$ cat src/rtl/maxi_pkg.sv
// maxi_stream shared types and helpers.
// Values are widened to 64 bits and indices to 32 bits before comparison.
package maxi_pkg;

  localparam int VAL_W = 64;
  localparam int IDX_W = 32;

  function automatic int clog2(input int n);
    int r;
    for (r = 0; (1 << r) < n; r++) begin
    end
    return r;
  endfunction

  // a beats b on a larger value; on equal values the lower index wins
  function automatic logic is_better(
    input logic [VAL_W-1:0] a_val,
    input logic [IDX_W-1:0] a_idx,
    input logic [VAL_W-1:0] b_val,
    input logic [IDX_W-1:0] b_idx,
    input logic             signed_mode
  );
    logic gt;
    if (signed_mode) gt = $signed(a_val) > $signed(b_val);
    else             gt = a_val > b_val;
    return gt || ((a_val == b_val) && (a_idx < b_idx));
  endfunction

endpackage

$ cat src/rtl/maxi_stream_if.sv
// maxi_stream input beat stream and result stream.
// The master drives beats and consumes results.
interface maxi_stream_if #(
  parameter int DATA_WIDTH = 32,
  parameter int LANES      = 4,
  parameter int IDX_WIDTH  = 16
);
  logic                        in_valid;
  logic                        in_ready;
  logic [LANES*DATA_WIDTH-1:0] in_data;
  logic                        in_last;
  logic                        out_valid;
  logic                        out_ready;
  logic [DATA_WIDTH-1:0]       out_max;
  logic [IDX_WIDTH-1:0]        out_idx;
  logic [IDX_WIDTH-1:0]        out_count;
  logic                        out_overflow;

  modport master (
    output in_valid, in_data, in_last, out_ready,
    input  in_ready, out_valid, out_max, out_idx,
    input  out_count, out_overflow
  );

  modport slave (
    input  in_valid, in_data, in_last, out_ready,
    output in_ready, out_valid, out_max, out_idx,
    output out_count, out_overflow
  );
endinterface

$ cat src/rtl/maxi_cmp_stage.sv
// One registered level of the max/argmax tree.
// Reduces 2*PAIRS candidates to PAIRS; frozen while en is low.
module maxi_cmp_stage
  import maxi_pkg::*;
#(
  parameter int PAIRS  = 1,
  parameter int DW     = 32,
  parameter int IW     = 16,
  parameter bit SIGNED = 1'b0
) (
  input  logic                  clk,
  input  logic                  rst_n,
  input  logic                  en,
  input  logic [2*PAIRS*DW-1:0] in_val,
  input  logic [2*PAIRS*IW-1:0] in_idx,
  input  logic                  in_vld,
  input  logic                  in_last,
  output logic [PAIRS*DW-1:0]   out_val,
  output logic [PAIRS*IW-1:0]   out_idx,
  output logic                  out_vld,
  output logic                  out_last
);

  logic [PAIRS*DW-1:0] val_q, val_d;
  logic [PAIRS*IW-1:0] idx_q, idx_d;
  logic                vld_q, vld_d;
  logic                last_q, last_d;
  logic [PAIRS-1:0]    bsel;

  function automatic logic [VAL_W-1:0] ext(input logic [DW-1:0] v);
    if (SIGNED) return VAL_W'($signed(v));
    return VAL_W'(v);
  endfunction

  always_comb begin
    bsel = '0;
    for (int p = 0; p < PAIRS; p++) begin
      bsel[p] = is_better(
        ext(in_val[(2*p+1)*DW +: DW]), IDX_W'(in_idx[(2*p+1)*IW +: IW]),
        ext(in_val[2*p*DW +: DW]),     IDX_W'(in_idx[2*p*IW +: IW]),
        SIGNED);
    end
  end

  always_comb begin
    val_d  = val_q;
    idx_d  = idx_q;
    vld_d  = vld_q;
    last_d = last_q;
    if (en) begin
      vld_d  = in_vld;
      last_d = in_last;
      for (int p = 0; p < PAIRS; p++) begin
        val_d[p*DW +: DW] = bsel[p] ? in_val[(2*p+1)*DW +: DW]
                                    : in_val[2*p*DW +: DW];
        idx_d[p*IW +: IW] = bsel[p] ? in_idx[(2*p+1)*IW +: IW]
                                    : in_idx[2*p*IW +: IW];
      end
    end
  end

  always_ff @(posedge clk or negedge rst_n) begin
    if (!rst_n) begin
      val_q  <= '0;
      idx_q  <= '0;
      vld_q  <= 1'b0;
      last_q <= 1'b0;
    end else begin
      val_q  <= val_d;
      idx_q  <= idx_d;
      vld_q  <= vld_d;
      last_q <= last_d;
    end
  end

  assign out_val  = val_q;
  assign out_idx  = idx_q;
  assign out_vld  = vld_q;
  assign out_last = last_q;

endmodule

$ cat src/rtl/maxi_stream.sv
// Streaming max/argmax reduction: registered lane tree, per-frame
// accumulator and a backpressured result register.
module maxi_stream
  import maxi_pkg::*;
#(
  parameter int DATA_WIDTH = 32,
  parameter int LANES      = 4,
  parameter int IDX_WIDTH  = 16,
  parameter bit SIGNED     = 1'b0
) (
  input  logic          clk,
  input  logic          rst_n,
  maxi_stream_if.slave  bus
);

  localparam int DW = DATA_WIDTH;
  localparam int IW = IDX_WIDTH;
  localparam int S  = clog2(LANES);
  localparam int NE = 2*LANES - 1;
  localparam int OT = 2*LANES - 2;

  // all tree levels packed back to back: level l starts at 2L - 2(L>>l)
  logic [NE*DW-1:0] tv;
  logic [NE*IW-1:0] ti;
  logic [S:0]       tvld;
  logic [S:0]       tlast;

  logic          en;
  logic [IW-1:0] base_q, base_d;
  logic [DW-1:0] acc_val_q, acc_val_d;
  logic [IW-1:0] acc_idx_q, acc_idx_d;
  logic          acc_vld_q, acc_vld_d;
  logic [IW-1:0] cnt_q, cnt_d;
  logic          ovf_q, ovf_d;
  logic          out_valid_q, out_valid_d;
  logic [DW-1:0] out_max_q, out_max_d;
  logic [IW-1:0] out_idx_q, out_idx_d;
  logic [IW-1:0] out_count_q, out_count_d;
  logic          out_ovf_q, out_ovf_d;

  logic [DW-1:0] t_val, sel_val;
  logic [IW-1:0] t_idx, sel_idx;
  logic          t_vld, t_last, take_t;
  logic [IW:0]   sum;

  function automatic logic [VAL_W-1:0] ext(input logic [DW-1:0] v);
    if (SIGNED) return VAL_W'($signed(v));
    return VAL_W'(v);
  endfunction

  assign en           = !out_valid_q || bus.out_ready;
  assign bus.in_ready = en;

  assign tv[LANES*DW-1:0] = bus.in_data;
  assign tvld[0]          = bus.in_valid;
  assign tlast[0]         = bus.in_last;

  for (genvar k = 0; k < LANES; k++) begin : g_lane
    assign ti[k*IW +: IW] = base_q + IW'(k);
  end

  for (genvar l = 1; l <= S; l++) begin : g_lvl
    localparam int N  = LANES >> l;
    localparam int OI = 2*LANES - 2*(LANES >> (l-1));
    localparam int OO = 2*LANES - 2*N;
    maxi_cmp_stage #(
      .PAIRS(N), .DW(DW), .IW(IW), .SIGNED(SIGNED)
    ) u_stage (
      .clk     (clk),
      .rst_n   (rst_n),
      .en      (en),
      .in_val  (tv[OI*DW +: 2*N*DW]),
      .in_idx  (ti[OI*IW +: 2*N*IW]),
      .in_vld  (tvld[l-1]),
      .in_last (tlast[l-1]),
      .out_val (tv[OO*DW +: N*DW]),
      .out_idx (ti[OO*IW +: N*IW]),
      .out_vld (tvld[l]),
      .out_last(tlast[l])
    );
  end

  assign t_val  = tv[OT*DW +: DW];
  assign t_idx  = ti[OT*IW +: IW];
  assign t_vld  = tvld[S];
  assign t_last = tlast[S];

  always_comb begin
    // accumulator keeps its entry on equal values
    take_t  = !acc_vld_q ||
              is_better(ext(t_val), '0, ext(acc_val_q), '0, SIGNED);
    sel_val = take_t ? t_val : acc_val_q;
    sel_idx = take_t ? t_idx : acc_idx_q;
    sum     = {1'b0, cnt_q} + (IW+1)'(LANES);

    base_d      = base_q;
    acc_val_d   = acc_val_q;
    acc_idx_d   = acc_idx_q;
    acc_vld_d   = acc_vld_q;
    cnt_d       = cnt_q;
    ovf_d       = ovf_q;
    out_valid_d = out_valid_q;
    out_max_d   = out_max_q;
    out_idx_d   = out_idx_q;
    out_count_d = out_count_q;
    out_ovf_d   = out_ovf_q;

    if (en && bus.in_valid)
      base_d = bus.in_last ? '0 : base_q + IW'(LANES);

    if (bus.out_ready) out_valid_d = 1'b0;

    if (en && t_vld) begin
      if (t_last) begin
        out_valid_d = 1'b1;
        out_max_d   = sel_val;
        out_idx_d   = sel_idx;
        out_count_d = sum[IW-1:0];
        out_ovf_d   = ovf_q | sum[IW];
        acc_vld_d   = 1'b0;
        cnt_d       = '0;
        ovf_d       = 1'b0;
      end else begin
        acc_val_d = sel_val;
        acc_idx_d = sel_idx;
        acc_vld_d = 1'b1;
        cnt_d     = sum[IW-1:0];
        ovf_d     = ovf_q | sum[IW];
      end
    end
  end

  always_ff @(posedge clk or negedge rst_n) begin
    if (!rst_n) begin
      base_q      <= '0;
      acc_val_q   <= '0;
      acc_idx_q   <= '0;
      acc_vld_q   <= 1'b0;
      cnt_q       <= '0;
      ovf_q       <= 1'b0;
      out_valid_q <= 1'b0;
      out_max_q   <= '0;
      out_idx_q   <= '0;
      out_count_q <= '0;
      out_ovf_q   <= 1'b0;
    end else begin
      base_q      <= base_d;
      acc_val_q   <= acc_val_d;
      acc_idx_q   <= acc_idx_d;
      acc_vld_q   <= acc_vld_d;
      cnt_q       <= cnt_d;
      ovf_q       <= ovf_d;
      out_valid_q <= out_valid_d;
      out_max_q   <= out_max_d;
      out_idx_q   <= out_idx_d;
      out_count_q <= out_count_d;
      out_ovf_q   <= out_ovf_d;
    end
  end

  assign bus.out_valid    = out_valid_q;
  assign bus.out_max      = out_max_q;
  assign bus.out_idx      = out_idx_q;
  assign bus.out_count    = out_count_q;
  assign bus.out_overflow = out_ovf_q;

endmodule

$ cat src/flat_wrapper.sv
// flat-port wrapper written by rule: the top's interface ports become plain ports
module maxi_stream_flat import maxi_pkg::*;
#(
  parameter int DATA_WIDTH = 32,
  parameter int LANES      = 4,
  parameter int IDX_WIDTH  = 16,
  parameter bit SIGNED     = 1'b0
)
  (clk, rst_n, bus_in_valid, bus_in_data, bus_in_last, bus_out_ready, bus_in_ready, bus_out_valid, bus_out_max, bus_out_idx, bus_out_count, bus_out_overflow);
  maxi_stream_if #(.DATA_WIDTH(DATA_WIDTH), .LANES(LANES), .IDX_WIDTH(IDX_WIDTH)) bus_i ();
  input  logic clk;
  input  logic rst_n;
  input wire logic [$bits(bus_i.in_valid)-1:0] bus_in_valid;
  input wire logic [$bits(bus_i.in_data)-1:0] bus_in_data;
  input wire logic [$bits(bus_i.in_last)-1:0] bus_in_last;
  input wire logic [$bits(bus_i.out_ready)-1:0] bus_out_ready;
  output wire logic [$bits(bus_i.in_ready)-1:0] bus_in_ready;
  output wire logic [$bits(bus_i.out_valid)-1:0] bus_out_valid;
  output wire logic [$bits(bus_i.out_max)-1:0] bus_out_max;
  output wire logic [$bits(bus_i.out_idx)-1:0] bus_out_idx;
  output wire logic [$bits(bus_i.out_count)-1:0] bus_out_count;
  output wire logic [$bits(bus_i.out_overflow)-1:0] bus_out_overflow;
  assign bus_i.in_valid = bus_in_valid;
  assign bus_i.in_data = bus_in_data;
  assign bus_i.in_last = bus_in_last;
  assign bus_i.out_ready = bus_out_ready;
  assign bus_in_ready = bus_i.in_ready;
  assign bus_out_valid = bus_i.out_valid;
  assign bus_out_max = bus_i.out_max;
  assign bus_out_idx = bus_i.out_idx;
  assign bus_out_count = bus_i.out_count;
  assign bus_out_overflow = bus_i.out_overflow;
  maxi_stream #(.DATA_WIDTH(DATA_WIDTH), .LANES(LANES), .IDX_WIDTH(IDX_WIDTH), .SIGNED(SIGNED)) u_core (.clk(clk), .rst_n(rst_n), .bus(bus_i));
endmodule
$ cat config.mk
export PLATFORM = sky130hd
export DESIGN_NAME = maxi_stream_flat
export DESIGN_NICKNAME = d
export VERILOG_FILES = /design/src/rtl/maxi_pkg.sv /design/src/rtl/maxi_stream_if.sv /design/src/rtl/maxi_cmp_stage.sv /design/src/rtl/maxi_stream.sv /design/src/flat_wrapper.sv
export SDC_FILE = /design/constraint.sdc
export NUM_CORES = 1
export LEC_CHECK = 0
export CAP_MARGIN = 20
export CORE_MARGIN = 3
export CORE_UTILIZATION = 61
export DETAILED_ROUTE_END_ITERATION = 16
export GPL_TIMING_DRIVEN = 1
export PLACE_DENSITY = 0.86
export SLEW_MARGIN = 20
export SYNTH_ARGS = -nofsm -noshare
export SYNTH_HDL_FRONTEND = slang
export SYNTH_SLANG_ARGS = --single-unit
$ cat constraint.sdc
create_clock -name clk -period 7.6 [get_ports clk]
set_clock_uncertainty 0.2 [all_clocks]
set_input_delay 1.9 -clock clk [delete_from_list [all_inputs] [get_ports clk]]
set_output_delay 1.9 -clock clk [all_outputs]
set_load 0.005 [all_outputs]
==> run summary, run 1 <==
Status: completed
CP Launch Type: primary input
Most used cell, CP: clkdlybuf4s50_1
DR vias/cell: 5.90
Register clock-pin slew on the reported worst setup and hold paths: 60 ps
Setup violators final: 0
CP max-delay cell: clkdlybuf4s50_1
Fin util: 75.2%
Sequential power share: 36.0%
Nets: 2,154
Final Non-Filler Cells: 2,224
Xor/xnor share of the synthesized area: 1.44%
Critical Path Fanout Max: 61
Min cycle time layout: 5530 ps
Synth Area in Compound Gates: 13.2%
Post-Synth Adder-Cell Area: 11.7%
Filler Cell Count: 1,803
Setup CP Type: primary input to output pin
Vias in the first global route: 13,200
H-tree Lvls: 1
CTS Buffer Depth: 3
R2r endpoint: u_core.g_lvl[2].u_stage.out_idx[15]$_DFFE_PN0N_
Share of cells above drive strength 1: 5.72%
Routability cong.: 0.894
Via count: 13,100
Switching part of the total: 37.0%
Count of cell types in the netlist: 50
Clk_lat worst skew: 550 ps
Critical path arrival: 3430 ps
Hold path startpoint: u_core.bus.out_max[14]$_DFFE_PN0P_
Layout area overhead: 20.2%
Cell family with most CP delay: buffers and inverters
Post-DP Area: 0.0186 mm2
Worst setup EP type: output pin
TritonCTS clock tree: built
RSZ-0062 raised after global routing: no
Detail Placement HPWL: 27.6 mm
Hold buffer count at cts: 0
Worst Hold End: u_core.bus.out_max[14]$_DFFE_PN0P_
Area leader, netlist: dfrtp_1
Diodes inserted: 0
CTS Buf Count: 30
Post-route cell area: 0.0197 mm2
Proportion of synthesized chip area in sequential cells: 44.1%
Crit-path cells: clkdlybuf4s50_1, nor2b_4, inv_6, clkdlybuf4s50_1
Hold WC Path Type: flop to flop
Boundary Pins: 200
PwrDens: 360 mW/mm2
Synth Area per Inst: 9.61 um2
Residual DRC: 0
Reg2Reg Depth: 9
List of most frequent post-synthesis cells: dfrtp_1 (289), nand2_1 (189), inv_1 (158)
Final worst path period share: 72.8%
Global-route usage over all layers: 26.8%
Die H: 170 um
CORE AREA: 0.0262 mm2
Most common cell in the synthesized netlist: dfrtp_1
Peak supply drop: 299 uV
TNS Setup: 0 ps
Area contributors post-synth: dfrtp_1 (44%), ha_1 (12%), mux2i_1 (8.3%)
Post-Syn Area: 0.0164 mm2
Max-cap violations: 0
Slew HR: 35.3%
Critical path required time: 5500 ps
Reg-to-reg slack, setup: 3380 ps
Row cnt: 59
Cts repair resizes: 0
Bufs and invs on worst path: 3
Final hold violations: 0
Routed wire per std cell: 17.5 um
Pre-antenna DRT Iters: 5
Crit-path max cell delay: 610 ps
Initial Utilization: 62.6%
Clock root buffer: clkbuf_16
Mux cell area share after synthesis: 12.0%
Highest clock rate: 181 MHz
Seq cells post-synth: 289
Grt ovf: 0
Switch Pwr: 2.62 mW
Slew Limit Fails: 0
Primary FF master, synth: dfrtp_1
WHS Path Cells: 2
Postcts setup bufs: 0
Clock net sink count: 289
First-pass GRT wire length: 63.6 mm
Placed cells: 2,169
Largest net degree at the start of global routing: 156
Die ar.: 0.0289 mm2
Post-Synth Simple-Gate Area: 11.4%
First DRT Iteration DRCs: 874
Post-Syn Instances: 1,707
Reg2reg start: u_core.g_lvl[1].u_stage.out_val[31]$_DFFE_PN0N_
Die W: 170 um
Int Pwr: 4.47 mW
Top-area cell type share of the netlist area: 44.1%
Initial antenna violation count: 0
Ys async rst share: 100%
Combinational share of power: 41.5%
Post-synth EDFFs: 0
Leakage: 9.45 nW
Largest family of logic cells by synthesized area: compound AO/OA/AOI/OAI gates
Measured slew at the worst slew-check pin: 970 ps
Final WL: 38.9 mm
Clk network pwr share: 22.6%
# port buffers: 197
Antenna-violating nets left: 0
Yosys warns: 0
==> worst min-delay path, delay by kind of cell (launching register included) <==
kind | cells | cell delay, ps
AND/OR/NAND/NOR | 1 | 40
AO/OA/AOI/OAI | 1 | 50
flip-flops | 1 | 340
==> layer usage <==
metal / GRT usage, % / wire length, um / up-vias
met2: 44.9 / 18400 / 510
li1: - / - / 6258
met3: 5.51 / 2630 / 108
met5: 0 / 0 / -
met4: 10.4 / 1450 / 0
met1: 34.4 / 16500 / 6250
==> cells by family (layout without fill, tap and decap cells) <==
logic type / after synthesis / after routing
buffers and inverters: 247 / 423
DFF: 289 / 289
xor gates and xnor gates: 27 / 27
adders and majority gates: 154 / 154
and+or+nand+nor: 425 / 425
AOI/OAI and AO/OA: 374 / 374
other: 1 / 7
muxes: 190 / 190
==> how the worst max path moves through the flow <==
stage          slack (ps)           end  depth (start not counted)           from
6_report             2070  bus_in_ready                          4  bus_out_ready
5_1_grt              2000  bus_in_ready                          4  bus_out_ready
2_1_floorplan        2580  bus_in_ready                          5  bus_out_ready
3_3_place_gp         2070  bus_in_ready                          4  bus_out_ready
4_1_cts              2060  bus_in_ready                          4  bus_out_ready
3_5_place_dp         2070  bus_in_ready                          4  bus_out_ready
==> power by group through the flow <==
stage	clock network [mW]	registers, mW	logic [mW]
CTS	1.62	2.54	2.94
global route	1.69	2.62	3.26
detailed placement	0	2.56	2.90
finish	1.60	2.55	2.94
global placement	0	2.52	2.76
floorplan	0	2.42	2.04
==> layout make-up <==
cell class                      count  area [um2]  share of cell area, %
Multi-Input combinational cell   1177        8260                   41.9
Clock inverter                     10         181                  0.920
Timing Repair Buffer              211        2120                   10.7
Inverter                          158         598                   3.03
Clock buffer                       44         905                   4.59
Sequential cell                   289        7230                   36.7
Tap cell                          335         419                   2.13
==> metrics by stage <==
| stage | setup WS, ps | power (mW) | hold WS (ps) |
|---|---|---|---|
| after floorplan | 2580 | 4.47 | 239 |
| after global placement | 2070 | 5.28 | 256 |
| after detailed placement | 2070 | 5.46 | 263 |
| after CTS | 2060 | 7.11 | 283 |
| after global routing | 2000 | 7.57 | 298 |
| final | 2070 | 7.09 | 273 |
==> state kept, by name, summed over array words and instances (netlist names) <==
signal / cells
u_core.cnt_q: 14
u_core.acc_idx_q: 16
u_core.bus.out_max: 32
u_core.bus.out_idx: 16
u_core.g_lvl.u_stage.out_val: 96
u_core.g_lvl.u_stage.out_last: 2
u_core.bus.out_valid: 1
u_core.bus.out_overflow: 1
u_core.g_lvl.u_stage.out_idx: 47
u_core.ovf_q: 1
u_core.bus.out_count: 14
u_core.g_lvl.u_stage.out_vld: 2
u_core.base_q: 14
u_core.acc_vld_q: 1
u_core.acc_val_q: 32
==> placed cells by master, fill, tap and decap left out, types with 20 or more instances in the layout <==
master           synthesis  layout
nand4_1                 29      29
nand2_1                189     189
clkdlybuf4s50_1          0     196
dfrtp_1                289     289
mux2_1                  20      20
mux2_2                  34      34
mux2i_1                136     136
nor2_1                 125     125
ha_1                   154     154
inv_1                  158     157
a221oi_1                33      33
o21ai_0                146     146
a21o_1                  20      20
a21oi_1                138     138
clkbuf_16                0      31
No activity file was read; power rests on OpenSTA's default activity.
==> run 2, diff against run 1 <==
Settings changed: CORE_UTILIZATION 61 to 57, PLACE_DENSITY 0.86 to 0.81.
Clock period 7.6 ns to 5.49 ns, I/O delays scaled along.
==> run summary, run 2 (synthesized netlist as in run 1, its figures left out) <==
Status: completed (unchanged)
Die W: 176 um (was 170 um)
CTS Buffer Depth: 3 (unchanged)
CORE AREA: 0.0281 mm2 (was 0.0262 mm2)
Cts repair resizes: 0 (unchanged)
CP max-delay cell: clkdlybuf4s50_1 (unchanged)
Highest clock rate: 221 MHz
Detail Placement HPWL: 28.0 mm (was 27.6 mm)
Most common cell after layout, fill and taps aside: dfrtp_1 (unchanged)
Die ar.: 0.0308 mm2 (was 0.0289 mm2)
Measured slew at the worst slew-check pin: 860 ps (was 970 ps)
Final WL: 38.5 mm (was 38.9 mm)
RSZ-0062 raised after global routing: no (unchanged)
Critical Path Fanout Max: 64 (was 61)
First DRT Iteration DRCs: 861 (was 874)
# port buffers: 197 (unchanged)
Antenna-violating nets left: 0 (unchanged)
Hold buffer count at cts: 0 (unchanged)
Critical path required time: 3920 ps (was 5500 ps)
Residual DRC: 0 (unchanged)
H-tree Lvls: 1 (unchanged)
Critical path endpoint: bus_in_ready (unchanged)
Row cnt: 61 (was 59)
Leakage: 9.40 nW (was 9.45 nW)
Layout area overhead: 20.0% (was 20.2%)
Slew Limit Fails: 0 (unchanged)
Reg-to-reg slack, setup: 1210 ps (was 3380 ps)
Clock net sink count: 289 (unchanged)
Reg2Reg Depth: 9 (unchanged)
Peak supply drop: 378 uV (was 299 uV)
Most used cell, CP: clkdlybuf4s50_1 (unchanged)
Critical path arrival: 2950 ps (was 3430 ps)
CP Depth: 4 (unchanged)
Reg2reg start: u_core.g_lvl[2].u_stage.out_val[30]$_DFFE_PN0N_ (was u_core.g_lvl[1].u_stage.out_val[31]$_DFFE_PN0N_)
Crit-path cells: clkdlybuf4s50_1, nor2b_4, inv_6, clkdlybuf4s50_1 (unchanged)
Share of cells above drive strength 1: 5.61% (was 5.72%)
Max FFs per register: 96 (unchanged)
Final Non-Filler Cells: 2,268 (was 2,224)
Crit-path max cell delay: 670 ps (was 610 ps)
Worst setup EP type: output pin (unchanged)
DR vias/cell: 5.71 (was 5.90)
Nets: 2,157 (was 2,154)
Placed cells: 2,217 (was 2,169)
Clock root buffer: clkbuf_16 (unchanged)
Initial Utilization: 58.4% (was 62.6%)
Via count: 12,900 (was 13,100)
Setup violators final: 0 (unchanged)
Routed wire per std cell: 17.0 um (was 17.5 um)
Diodes inserted: 0 (unchanged)
Bufs and invs on worst path: 3 (unchanged)
Final worst path period share: 82.5%
Initial antenna violation count: 0 (unchanged)
Critical Path Start: bus_out_ready (unchanged)
CP Launch Type: primary input (unchanged)
Pre-antenna DRT Iters: 6 (was 5)
Min cycle time layout: 4530 ps
TNS Setup: 0 ps (unchanged)
CTS Buf Count: 29 (was 30)
Clk_lat worst skew: 540 ps (was 550 ps)
Hold WC Path Type: flop to flop (unchanged)
Final hold violations: 0 (unchanged)
Max-cap violations: 0 (unchanged)
Boundary Pins: 200 (unchanged)
Most frequent cells in the layout: dfrtp_1 (289), clkdlybuf4s50_1 (196), nand2_1 (189) (unchanged)
Vias in the first global route: 13,100 (was 13,200)
Die H: 176 um (was 170 um)
Pwr Total: 9.62 mW (was 7.09 mW)
Setup CP Type: primary input to output pin (unchanged)
Postcts setup bufs: 0 (unchanged)
First-pass GRT wire length: 64.2 mm (was 63.6 mm)
Grt ovf: 0 (unchanged)
Largest net degree at the start of global routing: 92 (was 156)
Register clock-pin slew on the reported worst setup and hold paths: 60 ps (about the same)
Global-route usage over all layers: 25.1% (was 26.8%)
TritonCTS clock tree: built (unchanged)
R2r endpoint: u_core.bus.out_max[18]$_DFFE_PN0P_ (was u_core.g_lvl[2].u_stage.out_idx[15]$_DFFE_PN0N_)
Cell family with most CP delay: buffers and inverters (unchanged)
Slew HR: 42.7% (was 35.3%)
PwrDens: 488 mW/mm2 (was 360 mW/mm2)
Routability cong.: 0.916 (was 0.894)
[run 2: changes by cell type in the layout (fill, tap and decap cells not counted), moves of 2 or more]
| cell | previous run | this run |
|---|---|---|
| clkbuf_16 | 31 | 29 |
| clkinv_2 | 4 | 2 |
| buf_4 | 11 | 16 |
| clkbuf_1 | 5 | 8 |
[run 2: where the power goes]
| part | total, mW | switching [mW] | internal [mW] |
|---|---|---|---|
| combinational | 4.02 | 2.10 | 1.92 |
| clock | 2.05 | 0.805 | 1.25 |
| sequential | 3.54 | 0.646 | 2.90 |
[run 2: per-stage QoR]
step | hold WS [ps] | utilization [%] | area [um2] | setup slack, ps
floorplan | 239 | - | 16400 | 1530
global placement | 249 | 66.6 | 18700 | 957
detailed placement | 257 | 66.6 | 18700 | 937
CTS | 270 | 70.1 | 19700 | 957
global route | 293 | 70.1 | 19700 | 897
finish | 263 | 70.1 | 19700 | 963
[run 2: per-layer routing]
layer  vias to the layer above  global-route usage, %  part of all wire (%)
met4                         0                   7.26                   2.7
li1                       6271                      -                     -
met1                      6156                   33.3                    43
met3                        77                   4.41                   6.5
met2                       439                   42.5                    47
met5                         -                      0                     0
[run 2: layout make-up]
type                    count  area, um2
fillers                  2167       8400
flip-flops and latches    289       7230
clock inverters             7        138
multi-input cells        1177       8260
inverters                 158        598
well taps                 378        473
clock buffers              44        852
repair buffers            215       2140
[run 2: worst min path at each step]
stage                                                     from                                               to  depth (start not counted)
2_1_floorplan  u_core.g_lvl[1].u_stage.out_idx[18]$_DFFE_PN0N_  u_core.g_lvl[1].u_stage.out_idx[18]$_DFFE_PN0N_                          2
3_3_place_gp               u_core.bus.out_overflow$_DFFE_PN0P_              u_core.bus.out_overflow$_DFFE_PN0P_                          2
3_5_place_dp               u_core.bus.out_overflow$_DFFE_PN0P_              u_core.bus.out_overflow$_DFFE_PN0P_                          2
4_1_cts                    u_core.bus.out_overflow$_DFFE_PN0P_              u_core.bus.out_overflow$_DFFE_PN0P_                          2
5_1_grt                    u_core.bus.out_overflow$_DFFE_PN0P_              u_core.bus.out_overflow$_DFFE_PN0P_                          2
6_report                   u_core.bus.out_overflow$_DFFE_PN0P_              u_core.bus.out_overflow$_DFFE_PN0P_                          2
[run 2: worst min-delay path, delay by kind of cell (launching register included)]
kind	cells	cell delay, ps
flops	1	340
simple gates	2	100
==> run 3, diff against run 2 <==
Settings changed: CORE_UTILIZATION 57 to 51, PLACE_DENSITY 0.81 to 0.77.
Clock period 5.49 ns to 4 ns, I/O delays scaled along.
==> run summary, run 3 (synthesized netlist as in run 1, its figures left out) <==
Grt ovf: 0 (unchanged)
Layout area overhead: 22.3% (was 20.0%)
Initial Utilization: 51.8% (was 58.4%)
CP Launch Type: primary input (unchanged)
Peak supply drop: 358 uV (was 378 uV)
Reg-to-reg slack, setup: 470 ps (was 1210 ps)
DR vias/cell: 5.60 (was 5.71)
CTS Buffer Depth: 3 (unchanged)
Worst setup EP type: flop (was output pin)
Critical path endpoint: u_core.g_lvl[1].u_stage.out_val[13]$_DFFE_PN0N_ (was bus_in_ready)
RSZ-0062 raised after global routing: no (unchanged)
Critical Path Fanout Max: 26 (was 64)
H-tree Lvls: 2 (was 1)
Leakage: 9.58 nW (was 9.40 nW)
R2r endpoint: u_core.bus.out_max[19]$_DFFE_PN0P_ (was u_core.bus.out_max[18]$_DFFE_PN0P_)
Share of cells above drive strength 1: 6.54% (was 5.61%)
Slew Limit Fails: 0 (unchanged)
Critical path required time: 4140 ps (was 3920 ps)
Clk_lat worst skew: 510 ps (was 540 ps)
Pre-CTS setup slack: -37.5 ps (was 937 ps)
Boundary Pins: 200 (unchanged)
Via count: 13,000 (was 12,900)
Final WL: 39.2 mm (was 38.5 mm)
Detail Placement HPWL: 29.3 mm (was 28.0 mm)
Die H: 185 um (was 176 um)
Pre-antenna DRT Iters: 5 (was 6)
Routability cong.: 0.897 (was 0.916)
First DRT Iteration DRCs: 711 (was 861)
Global-route usage over all layers: 23.0% (was 25.1%)
Die ar.: 0.0343 mm2 (was 0.0308 mm2)
Critical path arrival: 3690 ps (was 2950 ps)
Antenna-violating nets left: 0 (unchanged)
Register clock-pin slew on the reported worst setup and hold paths: 60 ps (about the same)
Residual DRC: 0 (unchanged)
Post-route setup slack: 457 ps (was 963 ps)
Reg2Reg Depth: 10 (was 9)
Setup CP Type: primary input to flop (was primary input to output pin)
Highest clock rate: 282 MHz
Max FFs per register: 96 (unchanged)
TritonCTS clock tree: built (unchanged)
Min cycle time layout: 3540 ps
Initial antenna violation count: 0 (unchanged)
# port buffers: 197 (unchanged)
Status: completed (unchanged)
Hold WC Path Type: primary input to async pin (was flop to flop)
Hold buffer count at cts: 0 (unchanged)
CORE AREA: 0.0316 mm2 (was 0.0281 mm2)
Most frequent cells in the layout: dfrtp_1 (289), clkdlybuf4s50_1 (196), nand2_1 (189) (unchanged)
Setup violators final: 0 (unchanged)
Postcts setup bufs: 0 (unchanged)
Most common cell after layout, fill and taps aside: dfrtp_1 (unchanged)
Nets: 2,174 (was 2,157)
Largest net degree at the start of global routing: 86 (was 92)
Final worst path period share: 88.6%
Measured slew at the worst slew-check pin: 814 ps (was 860 ps)
Worst hold slack: 258 ps (was 263 ps)
PwrDens: 678 mW/mm2 (was 488 mW/mm2)
Clock root buffer: clkbuf_16 (unchanged)
Row cnt: 65 (was 61)
Vias in the first global route: 13,100 (about the same)
TNS Setup: 0 ps (unchanged)
Final hold violations: 0 (unchanged)
Die W: 185 um (was 176 um)
Reg2reg start: u_core.g_lvl[2].u_stage.out_val[30]$_DFFE_PN0N_ (unchanged)
Cts repair resizes: 0 (unchanged)
Clock net sink count: 289 (unchanged)
First-pass GRT wire length: 64.3 mm (was 64.2 mm)
Critical Path Start: bus_in_data[14] (was bus_out_ready)
Slew HR: 45.7% (was 42.7%)
Max-cap violations: 0 (unchanged)
CTS Buf Count: 34 (was 29)
Routed wire per std cell: 16.9 um (was 17.0 um)
-- run 3: cell count changes in the layout (fill, tap and decap cells not counted), sizes merged --
cell,before,now
clkbuf,44,51
clkinv,2,4
bufinv,4,3
diode,0,1
buf,19,31
-- run 3: report_power, final --
group / switching (mW) / internal, mW
clock: 1.18 / 1.97
sequential: 0.868 / 3.98
combinational: 2.88 / 2.72
total: 4.93 / 8.67
-- run 3: final cells by class --
class / count / area [um2]
fill: 2555 / 11600
multi-input combinational: 1177 / 8260
sequential: 289 / 7230
timing repair buffer: 227 / 2310
clock buffer: 51 / 1030
inverter: 158 / 598
tap: 402 / 503
clock inverter: 8 / 121
antenna: 1 / 2.50
-- run 3: worst min path at each step --
stage | from | end | slack [ps]
6_report | rst_n | u_core.bus.out_count[7]$_DFFE_PN0P_ | 260
5_1_grt | u_core.bus.out_max[8]$_DFFE_PN0P_ | u_core.bus.out_max[8]$_DFFE_PN0P_ | 300
4_1_cts | u_core.g_lvl[1].u_stage.out_idx[18]$_DFFE_PN0N_ | u_core.g_lvl[1].u_stage.out_idx[18]$_DFFE_PN0N_ | 280
3_5_place_dp | u_core.g_lvl[1].u_stage.out_idx[18]$_DFFE_PN0N_ | u_core.g_lvl[2].u_stage.out_idx[2]$_DFFE_PN0N_ | 260
3_3_place_gp | u_core.g_lvl[1].u_stage.out_last$_DFFE_PN0N_ | u_core.g_lvl[1].u_stage.out_last$_DFFE_PN0N_ | 250
2_1_floorplan | u_core.g_lvl[1].u_stage.out_idx[18]$_DFFE_PN0N_ | u_core.g_lvl[1].u_stage.out_idx[18]$_DFFE_PN0N_ | 240
-- run 3: stage by stage --
step | power [mW] | std cells | area [um2] | util [%]
2_1_floorplan | 8.49 | 1713 | 16400 | -
3_3_place_gp | 10.2 | 2253 | 18900 | 59.8
3_5_place_dp | 10.5 | 2253 | 18900 | 59.8
4_1_cts | 13.7 | 2312 | 20100 | 63.4
5_1_grt | 14.6 | 2312 | 20100 | 63.4
6_report | 13.6 | 2313 | 20100 | 63.4
-- run 3: critical path, stage by stage --
cell	delay (ps)
clkdlybuf4s50_1	490
inv_1	60
ha_1	320
a21oi_1	160
nand2_1	70
a211o_1	280
o41a_1	420
o31ai_4	260
buf_12	270
mux2i_1	240
o21ai_0	110
-- run 3: metal layers --
layer  share of wire (%)  track usage (%)  vias to the layer above
met2                  46             38.5                      383
met1                  44             29.7                     6199
met4                 3.0             7.56                        0
met5                   0                0                        -
li1                    -                -                     6299
met3                 6.4             5.34                       74
